**src/rtl/iiitb_coin_sequencer.sv**
```systemverilog
// Coin sequencer: synchronises and debounces two coin sensors, holds one purchase in a
// 3-entry FIFO and replays it as a gap-free burst. IIITB_COIN_AUDIT_EN adds audit_total_o.
module iiitb_coin_sequencer #(
   parameter int unsigned DebCycles     = 16,
   parameter int unsigned TimeoutCycles = 1024
) (
   input  logic        clk_i,
   input  logic        rst_ni,
   input  logic        coin5_raw_i,
   input  logic        coin10_raw_i,
   input  logic        cancel_i,
   output logic [1:0]  vm_in_o,
   output logic        busy_o,
`ifdef IIITB_COIN_AUDIT_EN
   output logic [15:0] audit_total_o,
`endif
   output logic        coin_reject_o
);

   localparam int unsigned DebW = $clog2(DebCycles + 1);
   localparam int unsigned TmrW = $clog2(TimeoutCycles);

   typedef enum logic [1:0] {StIdle, StCollect, StBurst, StGap} state_e;

   // Channel 0 is the five sensor, channel 1 the ten sensor.
   logic [1:0]      sync1_q, sync2_q, deb_q, deb_d, deb_dly_q, ev;
   logic [DebW-1:0] cnt_q [2];
   logic [DebW-1:0] cnt_d [2];

   always_comb begin
      for (int ch = 0; ch < 2; ch++) begin
         cnt_d[ch] = cnt_q[ch];
         deb_d[ch] = deb_q[ch];
         if (sync2_q[ch] == deb_q[ch]) begin
            cnt_d[ch] = '0;
         end else if (cnt_q[ch] == DebW'(DebCycles)) begin
            deb_d[ch] = ~deb_q[ch];
            cnt_d[ch] = '0;
         end else begin
            cnt_d[ch] = cnt_q[ch] + DebW'(1);
         end
      end
   end

   assign ev = deb_q & ~deb_dly_q;

   always_ff @(posedge clk_i or negedge rst_ni) begin
      if (!rst_ni) begin
         sync1_q   <= '0;
         sync2_q   <= '0;
         deb_q     <= '0;
         deb_dly_q <= '0;
         cnt_q     <= '{default: '0};
      end else begin
         sync1_q   <= {coin10_raw_i, coin5_raw_i};
         sync2_q   <= sync1_q;
         deb_q     <= deb_d;
         deb_dly_q <= deb_q;
         cnt_q     <= cnt_d;
      end
   end

   state_e          state_q, state_d;
   logic [1:0]      fifo_q [3];
   logic [1:0]      fifo_d [3];
   logic [1:0]      count_q, count_d;
   logic [2:0]      sum_q, sum_d;
   logic [TmrW-1:0] timer_q, timer_d;
   logic [1:0]      vm_q, vm_d;
   logic            reject_q, reject_d;
   logic            open_win, push;
   logic [1:0]      code;

   assign open_win = (state_q == StIdle) || (state_q == StCollect);
   assign push     = ((ev == 2'b01) || (ev == 2'b10)) && open_win && (count_q != 2'd3);
   assign reject_d = (ev != 2'b00) && !push;
   // Code value doubles as the coin value in units of five.
   assign code     = ev[1] ? 2'b10 : 2'b01;

   always_comb begin
      state_d = state_q;
      fifo_d  = fifo_q;
      count_d = count_q;
      sum_d   = sum_q;
      timer_d = timer_q;
      vm_d    = 2'b00;
      if (push) begin
         fifo_d[count_q] = code;
         count_d         = count_q + 2'd1;
         sum_d           = sum_q + {1'b0, code};
      end
      unique case (state_q)
         StIdle: begin
            timer_d = '0;
            if (push) state_d = StCollect;
         end
         StCollect: begin
            timer_d = push ? '0 : timer_q + TmrW'(1);
            // A coin arriving with cancel is already pushed above before the burst starts.
            if ((sum_d >= 3'd3) || (timer_q == TmrW'(TimeoutCycles - 1)) || cancel_i) begin
               state_d = StBurst;
            end
         end
         StBurst: begin
            sum_d   = '0;
            timer_d = '0;
            if (count_q != 2'd0) begin
               vm_d      = fifo_q[0];
               fifo_d[0] = fifo_q[1];
               fifo_d[1] = fifo_q[2];
               fifo_d[2] = 2'b00;
               count_d   = count_q - 2'd1;
            end else begin
               state_d = StGap;
            end
         end
         StGap:   state_d = StIdle;
         default: state_d = StIdle;
      endcase
   end

   always_ff @(posedge clk_i or negedge rst_ni) begin
      if (!rst_ni) begin
         state_q  <= StIdle;
         fifo_q   <= '{default: 2'b00};
         count_q  <= '0;
         sum_q    <= '0;
         timer_q  <= '0;
         vm_q     <= 2'b00;
         reject_q <= 1'b0;
      end else begin
         state_q  <= state_d;
         fifo_q   <= fifo_d;
         count_q  <= count_d;
         sum_q    <= sum_d;
         timer_q  <= timer_d;
         vm_q     <= vm_d;
         reject_q <= reject_d;
      end
   end

   assign vm_in_o       = vm_q;
   assign busy_o        = (state_q == StBurst) || (state_q == StGap);
   assign coin_reject_o = reject_q;

`ifdef IIITB_COIN_AUDIT_EN
   logic [15:0] audit_q;
   logic [16:0] audit_sum;

   assign audit_sum = {1'b0, audit_q} + {15'd0, vm_d};

   always_ff @(posedge clk_i or negedge rst_ni) begin
      if (!rst_ni) begin
         audit_q <= '0;
      end else begin
         audit_q <= audit_sum[16] ? 16'hFFFF : audit_sum[15:0];
      end
   end

   assign audit_total_o = audit_q;
`endif

endmodule

```
**config.mk**
```make
export PLATFORM = sky130hd
export DESIGN_NAME = iiitb_coin_sequencer
export DESIGN_NICKNAME = d
export VERILOG_FILES = /design/src/rtl/iiitb_coin_sequencer.sv
export SDC_FILE = /design/constraint.sdc
export NUM_CORES = 1
export LEC_CHECK = 0
export ABC_AREA = 1
export CAP_MARGIN = 20
export CORE_ASPECT_RATIO = 1.5
export CORE_UTILIZATION = 40
export DETAILED_ROUTE_END_ITERATION = 6
export PLACE_DENSITY = 0.53
export SYNTH_ARGS = -nofsm -noshare
export SYNTH_HDL_FRONTEND = slang
export SYNTH_SLANG_ARGS = --single-unit
```
**constraint.sdc**
```tcl
create_clock -name clk_i -period 2.3 [get_ports clk_i]
set_clock_uncertainty 0.05 [all_clocks]
set_input_delay 0.345 -clock clk_i [delete_from_list [all_inputs] [get_ports clk_i]]
set_output_delay 0.345 -clock clk_i [all_outputs]
set_load 0.05 [all_outputs]
```
# Word-level counts from Yosys, hierarchy flattened
# Index checks and enable logic that the tools add are counted.
dict set report totals {
  register_bits 44
  latchBits 0
  ramBits 0
  romBits 0
  inputBits 5
  memories 0
}
dict set report op_classes {
  n_addsub 6
  n_mul 0
  div 0
  magnitude_cmp 3
  n_eq_ne 14
  shift 0
  muxes 24
  bitwise 7
  n_reduce_logical 18
}
# cell n
set op_table {}
lappend op_table {{two-way mux 2 bit} 10}
lappend op_table {{two-way mux 5 bit} 4}
lappend op_table {{one-hot mux 10 bit (2 select lines)} 1}
lappend op_table {{two-way mux 6 bit} 3}
lappend op_table {{adder 10 x 1 -> 10 bit (second input constant)} 1}
lappend op_table {{adder 5 x 1 -> 5 bit (second input constant)} 2}
lappend op_table {{equality test 10 bit (second input constant)} 1}
lappend op_table {{equality test 5 bit (second input constant)} 2}
lappend op_table {{two-way mux 10 bit} 1}
lappend op_table {{one-hot mux 2 bit (4 select lines)} 1}
lappend op_table {{bitwise mux 6 bit} 1}
lappend op_table {{equality test 2 bit (second input constant)} 3}
lappend op_table {{two-way mux 3 bit} 2}
lappend op_table {{!= test 2 bit (second input constant)} 3}
lappend op_table {{nonzero test 2 bit} 3}
lappend op_table {{logical OR 1 bit} 5}
lappend op_table {{demux 2 bit (select 2 bit)} 1}
lappend op_table {{equality test 2 x 1 -> 1 bit (second input constant)} 2}
lappend op_table {{logical AND 1 bit} 4}
lappend op_table {{NOT 1 bit} 4}
lappend op_table {{AND reduction 2 bit} 2}
lappend op_table {{adder 3 x 2 -> 3 bit} 1}
lappend op_table {{>= comparator 3 x 2 -> 1 bit (second input constant)} 1}
lappend op_table {{>= comparator 3 bit (second input constant)} 1}
lappend op_table {{other kinds (12)} 13}

# Logic depth before layout (Yosys ltp)
dict set report logic_depth {
  word_depth 12
  mapped_depth 13
  depth_no_buf 13
}

# Worst setup path after synthesis
# No wires, ideal clock.
dict set report synth_timing {
  path_kind {register to register}
  start {register deb_q[1]}
  end {register state_q[0]}
  setup_time_ns 0.065
  t_arrival_ns 1.535
  slack_ns 0.650
  path_stages_with_launch 13
  path_buffers 0
  synth_period_minus_slack_ns 1.650
  cell_sequence {dfrtp_1 > nand2_1 > ha_1 > inv_1 > nor2_4 > nand2_4 > nand2_2 > nand2_1 > nand2_1 > nand2_1 > o21bai_2 > nand2_1 > nand2_1}
}
dict set report synth_via {
  elab_chain_len 11
  word_cells_on_any_way 15
}
# element line_no
set synth_lines {}
lappend synth_lines {{start, declared} 26} ;# logic [1:0] sync1_q, sync2_q, deb_q, deb_d, deb_dly_q, ev;
lappend synth_lines {{start signal, assigned} 51} ;# deb_q <= '0;
lappend synth_lines {{start signal, assigned} 57} ;# deb_q <= deb_d;
lappend synth_lines {{bitwise AND 2 bit *} 45} ;# assign ev = deb_q & ~deb_dly_q;
lappend synth_lines {{parallel branches: the longest is 9 deep, another holds adder 3 x 2 -> 3 bit} n/a}
lappend synth_lines {{AND reduction 3 bit (no line) *} n/a}
lappend synth_lines {{end signal, assigned} 124} ;# state_q <= StIdle;
lappend synth_lines {{end signal, assigned} 132} ;# state_q <= state_d;
lappend synth_lines {{end, declared} 63} ;# state_e state_q, state_d;
# Mark *: on every way between the ends.
# A chain may end at the register's enable or synchronous reset.

# Worst setup path in the final report
dict set report layout_timing {
  start {register state_q[0]}
  end {output port busy_o}
}
dict set report layout_via {
  elab_chain_len 2
  word_cells_on_any_way 3
}
# element line_no
set layout_lines {}
lappend layout_lines {{equality test 2 bit} 143} ;# assign busy_o = (state_q == StBurst) || (state_q == StGap);
lappend layout_lines {{logical OR 1 bit *} 143}
lappend layout_lines {{end, declared} 13} ;# output logic busy_o,
# Every way passes the cells marked *; elsewhere a longest branch is shown, timed or not.

==> impl_results.md <==
- Status: complete, no violations
- Final hold violations: 0
- Total CTS buffers: 5
- Min Hold Slack: 295 ps
- Die span in y: 93.7 µm
- Net count after synthesis: 266
- Routed Antenna Nets: 0
- Setup-failing EPs final: 0
- Core Region: 5450 µm²
- Post-CTS setup buffers: 0
- Worst slew pin tran: 487 ps
- CTS resizes: 0
- Largest net degree at the start of global routing: 19
- Pint: roughly 1.5 mW
- Chip Width: 63.1 µm
- Seq pwr share: 0.401
- Combinational group share of total power: 0.359
- Cells after DPL: between 300 and 400
- Post-Place Setup Slack: 408 ps
- Tcrit/Tclk final: 0.900
- Die area: 5920 µm²
- Initial antenna violation count: 0
- Setup TNS Final: 0 ps
- Most common cell in the netlist: dfrtp_1
- 1st-iter DRT viols: 39
- Leak pwr: between 1 and 1.5 nW
- RD Place Congestion: 0.754
- Worst-path maximum fanout: 9
- Clock power share: 0.240
- Hold Path Class: reg -> reg
- Post-DP Area: 2410 µm²
- Yosys warnings: 0
- Clk pin slew, worst setup/hold paths: 80 ps
- Vias in the first global route: 1609
- Area growth syn-to-layout: 12.8%
- Top FF cell, synth: dfrtp_1
- Worst-skew pair later-pin latency: ~290 ps
- CP max stage cell: dfrtp_1
- RSZ-0062 raised after global routing: false
- WL per Instance: 11.7 µm
- Final WL: around 3.9 mm
- Register Area: 1100 µm²
- WS Path Type: reg -> out
- Final total power: 2.40 mW
- CTS sink count: 44
- Top cell type's share of synthesized area: 0.491
- Area leader, netlist: dfrtp_1
- CP Capture Type: output port
- # H-tree levels: 2
- Area of the multi-input gates: 995 µm²
- Required @ worst endpoint: ~1900 ps
- Post-Synthesis Cells: ~240
- CTS tree: built
- HPWL after DPL: 3.00 mm
- # Max-Cap Violations: 0
- Top cells by count, synth: dfrtp_1 (44), nand2_1 (41), inv_1 (33)
- Synth area leaders: dfrtp_1 (49%), ha_1 (10%), nand2_1 (6.9%), inv_1 (5.5%), nor2_1 (5.0%)
- Max-slew violation count: 0
- First-pass GRT wire length: a little under 7 mm
- Post-synth EDFFs: 0
- Layout Utilization: 0.464
- Post-synthesis cell type count: 32
- Crit-path leading delay family: flip-flops
- GR Overflow Total: 0
- Root Driver: clkbuf_8
- Max-slew headroom: 0.675
- Max Fclk: 483 MHz
- Peak VDD IR: 0.000520 V
- Worst Path Buf+Inv: 2
- Number of port buffers: 8
- Max incr delay on CP: between 400 and 500 ps
- Finished Layout Cells: 331
- Drt drc: 0
- Synth Area per Inst: 9.23 µm²
- CTS max path bufs: 2
- Fill cell count: 550
- Finished Cell Area: between 2000 and 3000 µm²
- Inserted Diodes: 0
- CP Cell Sequence: inv_1 > ha_1 > or2_2 > buf_4
- Final worst slack: ~230 ps
- GRT Total Usage: 0.150
- Sw Ratio: 0.373
- Tmin final: 2070 ps
- Final nets: 283
- Share of layout cells above drive strength 1: 0.126
- Async SR Flop Fraction: 1.00
- IO Pins: 9
- Startpoint Class: register
- Power Density: 950 nW/µm²
- Flops & latches, synth: 44
- TritonRoute pass-1 iters: 4
- Worst Path Arrival: 1680 ps
- Switching Power: about 900 µW
- Post-Syn Area: 2240 µm²
- Initial Util: 0.412
- Via count: 1562
- Site Rows: 33
- Post-synthesis sequential area ratio: 0.491
- Vias per cell: 4.72
-- sequential cells by signal (all words and copies together) (netlist names), named ones only --
signal / cells
coin_reject_o: 1
deb_q: 2
sync2_q: 2
sum_q: 3
fifo_q: 6
sync1_q: 2
cnt_q: 10
count_q: 1
timer_q: 10
state_q: 2
vm_in_o: 2
deb_dly_q: 2
-- worst register-to-register path, cell delays in order, from the launching register on --
cell and delay (ps):
dfrtp_1 410, nand2_1 190, ha_1 360, inv_1 70, nor2_4 120, nand2_4 80, nand2_2 70, nand2_1 50
nand2_1 80, nand2_1 60, o21bai_2 150, nand2_1 70, nand2_1 60
-- metal layers --
layer / wire [µm] / track usage / vias up
met4: 99 / 0.0698 / 0
li1: - / - / 791
met3: 88 / 0.0388 / 9
met1: 1610 / 0.156 / 747
met5: 0 / 0 / -
met2: 2060 / 0.275 / 15
-- final cells by class --
type / count / area share
multi-input cells: 160 / 0.393
repair buffers: 11 / 0.0386
inverters: 38 / 0.0564
flip-flops and latches: 44 / 0.435
clock buffers: 6 / 0.0287
clock inverters: 2 / 0.0138
well taps: 70 / 0.0346
-- layout by cell type, fill, tap and decap left out, types with 2 or more instances in the layout --
cell,synthesis,routed
a211oi_1,2,2
a21oi_1,6,6
buf_4,0,3
clkbuf_8,0,5
clkdlybuf4s50_1,0,6
dfrtp_1,44,44
ha_1,18,18
inv_1,33,33
inv_2,5,5
mux2_2,2,2
nand2_1,41,41
nand2_2,4,4
nand2_4,2,2
nand3_1,19,19
nor2_1,30,30
nor2_2,3,3
o211a_1,2,2
o21a_1,2,2
o21ai_0,2,2
o22ai_1,2,2
or2_2,2,2
xnor2_1,7,7
xor2_1,5,5
-- cells by family (layout without fill, tap and decap cells) --
logic type               count (synthesis)  after routing  synth area share
AO/OA/AOI/OAI                           22             22            0.0675
buffers and inverters                   39             57            0.0658
XOR/XNOR                                12             12            0.0468
flip-flops                              44             44             0.491
multiplexers                             2              2            0.0100
AND/OR/NAND/NOR                        106            106             0.219
adder cells (fa/ha/maj)                 18             18             0.100
-- repair_timing --
action | in CTS | in global routing
setup endpoints to repair | 0 | 0
hold buffers | 1 | 0
endpoints found under the hold margin | 10 | 0
-- power groups by stage --
stage / combinational (mW) / clock (mW) / sequential [mW]
6_report: 0.863 / 0.577 / 0.964
5_1_grt: 0.995 / 0.637 / 0.977
3_5_place_dp: 0.874 / 0 / 0.981
4_1_cts: 0.882 / 0.601 / 0.965
2_1_floorplan: 0.654 / 0 / 0.993
3_3_place_gp: 0.873 / 0 / 0.979
-- worst paths after layout --
| path | startpoint | to | slack (ps) | depth (start not counted) |
|---|---|---|---|---|
| max reg2reg | deb_q[1] | state_q[0] | 430 | 12 |
| max in group asynchronous | rst_ni | sync1_q[1] | 1280 | 3 |
| max | state_q[0] | busy_o | 230 | 4 |
| min reg2reg | sync1_q[1] | sync2_q[1] | 290 | 0 |
| min | sync1_q[1] | sync2_q[1] | 290 | 0 |
| min in group asynchronous | rst_ni | cnt_q[7] | 390 | 2 |
Note: power is estimated with default switching activity, not from simulation.
